==> src/rtl/cpu_reset_ctrl.sv <==
// rtl/cpu_reset_ctrl.sv - reset sequencer for the CPU PLL and W65C02 RESB
//
// Purpose:
//   Holds the CPU PLL in reset, waits for lock, then holds cpu_resb low long
//   enough for the 6502 reset sequence. A debounced button press or a loss of
//   PLL lock restarts the sequence. A lock timeout retries the PLL reset.
//
// Ports:
//   clk_50          in   system clock, 50 MHz
//   reset           in   asynchronous, active-high global reset
//   button_reset    in   raw push button, active-low, asynchronous, bouncy
//   pll_cpu_locked  in   CPU PLL lock indicator, asynchronous to clk_50
//   pll_cpu_reset   out  PLL reset, active-low (0 = PLL held in reset)
//   cpu_resb        out  6502 RESB, active-low, registered
//   seq_busy        out  1 whenever the sequencer is not in RUN
//   reset_cause     out  [1:0] last restart cause (only with RESET_CAUSE_EN):
//                        00 power-on, 01 button, 10 lock loss, 11 lock timeout
//
// Configuration macro: RESET_CAUSE_EN adds the reset_cause output.

module cpu_reset_ctrl #(
    parameter int unsigned PLL_RST_CYCLES  = 16,
    parameter int unsigned LOCK_TIMEOUT    = 65535,
    parameter int unsigned RES_HOLD_CYCLES = 64,
    parameter int unsigned DEBOUNCE_CYCLES = 250000
) (
    input  logic       clk_50,
    input  logic       reset,
    input  logic       button_reset,
    input  logic       pll_cpu_locked,
    output logic       pll_cpu_reset,
    output logic       cpu_resb,
    output logic       seq_busy
`ifdef RESET_CAUSE_EN
    ,
    output logic [1:0] reset_cause
`endif
);

    localparam int unsigned MAX_AB  = (PLL_RST_CYCLES > LOCK_TIMEOUT) ? PLL_RST_CYCLES : LOCK_TIMEOUT;
    localparam int unsigned MAX_CD  = (RES_HOLD_CYCLES > DEBOUNCE_CYCLES) ? RES_HOLD_CYCLES : DEBOUNCE_CYCLES;
    localparam int unsigned MAX_ALL = (MAX_AB > MAX_CD) ? MAX_AB : MAX_CD;
    localparam int          CW      = $clog2(MAX_ALL) + 1;

    localparam logic [CW-1:0] PLL_LAST  = CW'(PLL_RST_CYCLES - 1);
    localparam logic [CW-1:0] LOCK_LAST = CW'(LOCK_TIMEOUT - 1);
    localparam logic [CW-1:0] HOLD_LAST = CW'(RES_HOLD_CYCLES - 1);
    localparam logic [CW-1:0] DB_LAST   = CW'(DEBOUNCE_CYCLES - 1);

    typedef enum logic [1:0] {
        PLL_RST   = 2'd0,
        WAIT_LOCK = 2'd1,
        HOLD      = 2'd2,
        RUN       = 2'd3
    } state_t;

    state_t        state, state_next;
    logic [CW-1:0] cnt, cnt_next;

    logic          lock_meta, locked_sync;
    logic          btn_meta, btn_sync;
    logic          btn_db;
    logic [CW-1:0] db_cnt;
    logic          press;

    // The button synchronizer clears to the released level so that leaving
    // reset never looks like a press to the debouncer.
    always_ff @(posedge clk_50 or posedge reset) begin
        if (reset) begin
            lock_meta   <= 1'b0;
            locked_sync <= 1'b0;
            btn_meta    <= 1'b1;
            btn_sync    <= 1'b1;
        end else begin
            lock_meta   <= pll_cpu_locked;
            locked_sync <= lock_meta;
            btn_meta    <= button_reset;
            btn_sync    <= btn_meta;
        end
    end

    // Debounce: a change is accepted only after DEBOUNCE_CYCLES consecutive
    // cycles of the synced level differing from the accepted level.
    always_ff @(posedge clk_50 or posedge reset) begin
        if (reset) begin
            btn_db <= 1'b1;
            db_cnt <= '0;
        end else if (btn_sync == btn_db) begin
            db_cnt <= '0;
        end else if (db_cnt == DB_LAST) begin
            btn_db <= btn_sync;
            db_cnt <= '0;
        end else if (db_cnt != '1) begin
            db_cnt <= db_cnt + 1'b1;
        end
    end

    assign press = ~btn_db;

    always_comb begin
        state_next = state;
        case (state)
            PLL_RST: begin
                if (cnt == PLL_LAST) state_next = WAIT_LOCK;
            end
            WAIT_LOCK: begin
                if (locked_sync)            state_next = HOLD;
                else if (cnt == LOCK_LAST)  state_next = PLL_RST;
            end
            HOLD: begin
                if (!locked_sync)                    state_next = WAIT_LOCK;
                else if (!press && cnt == HOLD_LAST) state_next = RUN;
            end
            RUN: begin
                // Press wins over lock loss here; both leave cpu_resb low.
                if (press)             state_next = HOLD;
                else if (!locked_sync) state_next = WAIT_LOCK;
            end
            default: state_next = PLL_RST;
        endcase
    end

    // One counter serves every state; it restarts on each state entry and
    // is pinned at zero in HOLD while the button is down, so the RESB pulse
    // is always at least RES_HOLD_CYCLES after release.
    always_comb begin
        cnt_next = cnt;
        if (state_next != state)            cnt_next = '0;
        else if (state == HOLD && press)    cnt_next = '0;
        else if (cnt != '1)                 cnt_next = cnt + 1'b1;
    end

    // Outputs are registered from the next state so they change on the same
    // edge as the state register, with no decode glitches.
    always_ff @(posedge clk_50 or posedge reset) begin
        if (reset) begin
            state         <= PLL_RST;
            cnt           <= '0;
            pll_cpu_reset <= 1'b0;
            cpu_resb      <= 1'b0;
            seq_busy      <= 1'b1;
        end else begin
            state         <= state_next;
            cnt           <= cnt_next;
            pll_cpu_reset <= (state_next != PLL_RST);
            cpu_resb      <= (state_next == RUN);
            seq_busy      <= (state_next != RUN);
        end
    end

`ifdef RESET_CAUSE_EN
    logic [1:0] cause_next;

    // Only transitions triggered by a named event update the cause; lock
    // acquisition and the PLL_RST -> WAIT_LOCK step leave it unchanged.
    always_comb begin
        cause_next = reset_cause;
        case (state)
            WAIT_LOCK: if (state_next == PLL_RST)   cause_next = 2'b11;
            HOLD:      if (state_next == WAIT_LOCK) cause_next = 2'b10;
            RUN: begin
                if (state_next == HOLD)           cause_next = 2'b01;
                else if (state_next == WAIT_LOCK) cause_next = 2'b10;
            end
            default: cause_next = reset_cause;
        endcase
    end

    always_ff @(posedge clk_50 or posedge reset) begin
        if (reset) reset_cause <= 2'b00;
        else       reset_cause <= cause_next;
    end
`endif

endmodule
==> config.mk <==
export PLATFORM = sky130hd
export DESIGN_NAME = cpu_reset_ctrl
export DESIGN_NICKNAME = d
export VERILOG_FILES = /design/src/rtl/cpu_reset_ctrl.sv
export SDC_FILE = /design/constraint.sdc
export NUM_CORES = 1
export LEC_CHECK = 0
export ABC_AREA = 1
export ABC_CLOCK_PERIOD_IN_PS = 3200
export CELL_PAD_IN_SITES_DETAIL_PLACEMENT = 1
export CELL_PAD_IN_SITES_GLOBAL_PLACEMENT = 1
export CORE_UTILIZATION = 50
export DETAILED_ROUTE_END_ITERATION = 8
export MAX_ROUTING_LAYER = met4
export PLACE_DENSITY_LB_ADDON = 0.1
export SKIP_LAST_GASP = 1
export SYNTH_ARGS = -nofsm -noshare
export SYNTH_HDL_FRONTEND = slang
export SYNTH_SLANG_ARGS = --single-unit
export TNS_END_PERCENT = 20
==> constraint.sdc <==
create_clock -name clk_50 -period 3.2 [get_ports clk_50]
set_clock_uncertainty 0.05 [all_clocks]
set_input_delay 0.8 -clock clk_50 [delete_from_list [all_inputs] [get_ports clk_50]]
set_output_delay 0.8 -clock clk_50 [all_outputs]
set_load 0.01 [all_outputs]
---- Word level (Yosys, flattened, before mapping) ----
Cells that the tools add are included.
word-level totals
  register bits ........................... 48
  input bits .............................. 4
  output and inout bits ................... 3
  logic and storage cells ................. 49
operators by class
  add/sub/neg operators ................... 2
  equal/unequal tests ..................... 13
  mux-type cells .......................... 14
  bitwise gates (word level) .............. 2
  reduce and logical (&&, ||, !) cells .... 7
operators by type and width
  cell                     number
  $mux W19                 6
  $add A19 B1 Y19 const B  2
  $ne A19 B19 Y1 const B   2
  $eq A19 B16 Y1 const B   1
  $eq A19 B18 Y1 const B   1
  $eq A19 B4 Y1 const B    1
  $eq A19 B6 Y1 const B    1
  $mux W2                  7
  $pmux W2 S4              1
  $eq A2 B2 Y1 const B     3
  $reduce_bool A3 Y1       2
  $eq A2 B1 Y1 const B     1
  $logic_and A1 B1 Y1      2
  $logic_not A2 Y1         1
  $ne A2 B2 Y1             1
  $ne A2 B2 Y1 const B     1
  $not A1 Y1               2
  $reduce_and A2 Y1        1
  $reduce_bool A2 Y1       1
  $eq A1 B1 Y1             1

---- Longest topological paths before layout ----
  word-level depth ........................ 7
  mapped depth ............................ 13

---- Worst setup path after synthesis ----
OpenSTA, ideal clock, no wires.
  path kind ............................... register -> register
  start ................................... register cnt[1]
  end ..................................... register cnt[16]
  library setup time ...................... 0.122 ns
  arrival ................................. 1.544 ns
  required time ........................... 3.028 ns
  path slack .............................. 1.484 ns
  cell stages (with the launch flop) ...... 14
  buffers on the path ..................... 1
  clock period less this slack ............ 1.716 ns
  cells stage by stage .................... dfrtp_1 > ha_1 > inv_1 > nor2_4 > inv_1 > nor2_2 > nand3_1 > nand2_1 > nand2_1 > nand2_1 > nand3_2 > nand2_4 > buf_8 > nor2_2
on the way
  longest elaborated chain between the ends .. 7
  elaborated cells between the ends (all ways) .. 17
RTL lines
  item                                                             RTL line  RTL
  start, declared                                                  58        logic [CW-1:0] cnt, cnt_next;
  start signal, assigned                                           144       cnt <= cnt_next;
  $eq A19 B6 Y1                                                    112       else if (!press && cnt == HOLD_LAST) state_next = RUN;
  $logic_and A1 B1 Y1                                              112
  $mux W2                                                          112
  $mux W2                                                          111       if (!locked_sync) state_next = WAIT_LOCK;
  $pmux W2 S4                                                      102       case (state)
  $ne A2 B2 Y1                                                     128       if (state_next != state) cnt_next = '0;
  $reduce_bool A3 Y1 (no line) / $mux W19 (equally long branches)  n/a
Parallel ways exist; a longest one is shown, timed or not. The select of a mux whose other input is x is not followed.
A chain may end at the register's enable or synchronous reset.

---- Worst setup path after layout ----
  start ................................... register seq_busy
  end ..................................... output seq_busy
RTL lines
  item                    RTL line  RTL
  start, declared         33        output logic seq_busy
  start signal, assigned  147       seq_busy <= (state_next != RUN);
No word-level cell between the ends.

==> results_dict.tcl <==
set metrics [dict create \
    status "completed" \
    antenna_left 0 \
    vias 2335 \
    holdBufCountCts 0 \
    cts_tree "built" \
    grt_pass1_wl_um 11200 \
    yosysWarnings 0 \
    r2r_cells 9 \
    drv_slew 0 \
    synth_top_area_cell "dfrtp_1" \
    slowest_stage "clkdlybuf4s50_1" \
    synth_area_leaders "dfrtp_1 (40%), nand2_1 (9.5%), nor2_1 (7.7%), inv_1 (6.8%), nand3_1 (4.6%)" \
    cap_violations 0 \
    wl_per_cell_um 15.5 \
    fin_ws_ps 995 \
    vias_per_cell 5.34 \
    path_depth 1 \
    synth-seq-cells 48 \
    core-area_um2 5170 \
    worstSetupPathType "reg2out" \
    io_pins 7 \
    sw_frac_of_total_pct 33.7 \
    final_cell_mix "nand2_1 (69), nor2_1 (56), inv_1 (48)" \
    required_ps 2350 \
    place_hpwl_um 5290 \
    ir_drop_uv 311 \
    reg2reg_from "cnt[1]" \
    max_stage_delay_ps 530 \
    cts_repair_resize_count 0 \
    cts_root_buf "clkbuf_8" \
    synth_top_area_share_pct 40.4 \
    grt_pass1_vias 2470 \
    cp-endpoint "seq_busy" \
    cp_cell_sequence "clkdlybuf4s50_1" \
    die_w_um 75.8 \
    rsz0062_at_grt "false" \
    synth_seq_area_share_pct 44.3 \
    firstDrtPassIters 4 \
    dp_slack_ps 1090 \
    p_leak_uw 0.00131 \
    track_usage_pct 27.4 \
    post_cts_buffers 0 \
    pwr-share-clk_pct 27.1 \
    portBuffers 6 \
    clk_latency_ps 300 \
    seqPwrFrac_pct 48.8 \
    die_area_um2 5740 \
    gp_congestion 0.886 \
    p_per_area_nw_per_um2 482 \
    avgSynthCellArea_um2 7.71 \
    start_kind "flop" \
    cts_buffer_depth 2 \
    clock.fmax_ghz 0.454 \
    hold_viol_final 0 \
    fp-row-count 26 \
    finalCriticalPeriod_ps 2200 \
    drtIter0Drc 122 \
    setup_viol 0 \
    pwr-share-comb_pct 24.1 \
    syn_to_final_growth_pct 8.46 \
    clk_pin_slew_worst_paths_ps 90 \
    start_util_pct 52.6 \
    crit_family "buffers and inverters" \
    endpoint_kind "output port" \
    drive_gt1_share_pct 12.3 \
    synthesis.area_um2 2720 \
    die_h_um 75.8 \
    relSlewSlack_pct 53.6 \
    antenna_cells 0 \
    synthFlopType "dfrtp_1" \
    p_int_uw 944 \
    drc 0 \
    antenna_found_initial 0 \
    ys_async_sr_fraction_pct 100 \
    grt.overflow.total 0 \
    numCtsBuffers 5 \
    rrSetupSlack_ps 1100 \
    nNetsFinal 373 \
    grt_max_degree 22 \
    wl_um 6760 \
    hp-class "reg2reg" \
    arrival_ps 1350 \
    syn_inst 353 \
    syn-num-nets 360 \
    post-route-period-util_pct 68.9 \
    rr_endpoint "cnt[13]" \
    cts-htree-levels 2 \
    synth_edf_count 0 \
    cts.sinks 48 \
    p_sw_uw 480 \
    cp_max_fo 1 \
    reg.largest.list "cnt: 19 flops, db_cnt: 19 flops, state: 2 flops" \
    worst_slew_pin_slew_ps 690 \
    ys_types 34 \
    worst-path-buf-inv 1 \
    worstSetupStartpoint "seq_busy" \
    fill_cells 663 \
    final_common_cell "nand2_1" \
    tns_ps 0 \
]
==> worst reg2reg max path, stage by stage, from the launching register on <==
cell     delay, ps
dfrtp_1        420
ha_1           210
inv_1           90
nor2_4         150
nand2_2         90
nor2_1         190
nand3_2        320
nand2_1        230
xor2_1         190
nor2_2          50
==> worst min path at each step <==
stage,startpoint,depth (start not counted),endpoint
3_5_place_dp,lock_meta,0,locked_sync
6_report,btn_meta,0,btn_sync
2_1_floorplan,lock_meta,0,locked_sync
4_1_cts,btn_meta,0,btn_sync
3_3_place_gp,lock_meta,0,locked_sync
5_1_grt,btn_meta,0,btn_sync
==> synthesized netlist by cell type, types with 4 or more instances <==
master   instances
a21oi_1          7
dfrtp_1         44
dfstp_2          4
inv_1           49
nand2_1         69
nand2_2          5
nand3_1         25
nand4_1         16
nor2_1          56
nor2_2          14
nor3_1          12
o21ai_0         14
xor2_1          11
==> kinds of logic after synthesis <==
logic type	synth area share, %
buffers and inverters	7.86
adders and majority gates	1.38
muxes	0.368
AOI/OAI and AO/OA	6.71
and+or+nand+nor	35.5
DFF	44.3
xor gates and xnor gates	3.86
==> routing by layer <==
metal | global-route usage [%] | wire length, um | vias to the layer above
met2 | 50.4 | 3620 | 35
met4 | 9.47 | 133 | 0
met3 | 4.63 | 194 | 13
met1 | 29.3 | 2810 | 1128
li1 | - | - | 1159
met5 | - | 0 | -
==> per-stage QoR <==
stage          utilization, %  instances  hold slack, ps  instance area, um2  total power (uW)
3_3_place_gp             55.3        429             282                2860              1040
4_1_cts                  57.1        437             316                2950              1440
6_report                 57.1        437             314                2950              1420
2_1_floorplan               -        353             281                2720               983
5_1_grt                  57.1        437             321                2950              1510
3_5_place_dp             55.3        429             296                2860              1060
==> power groups by stage <==
stage          Combinational [uW]  Clock [uW]  Sequential [uW]
3_3_place_gp                  342           0              703
4_1_cts                       353         396              694
6_report                      344         386              695
2_1_floorplan                 275           0              708
3_5_place_dp                  352           0              706
5_1_grt                       395         417              702
==> cell type report <==
| cell class | instances | area (um2) | area share [%] |
|---|---|---|---|
| Inverter | 50 | 188 | 6.36 |
| Multi-Input combinational cell | 253 | 1300 | 44.1 |
| Tap cell | 70 | 87.6 | 2.97 |
| Timing Repair Buffer | 8 | 75.1 | 2.54 |
| Clock inverter | 1 | 7.51 | 0.254 |
| Clock buffer | 7 | 86.3 | 2.92 |
| Sequential cell | 48 | 1210 | 40.8 |
Note: power is estimated with default switching activity, not from simulation.
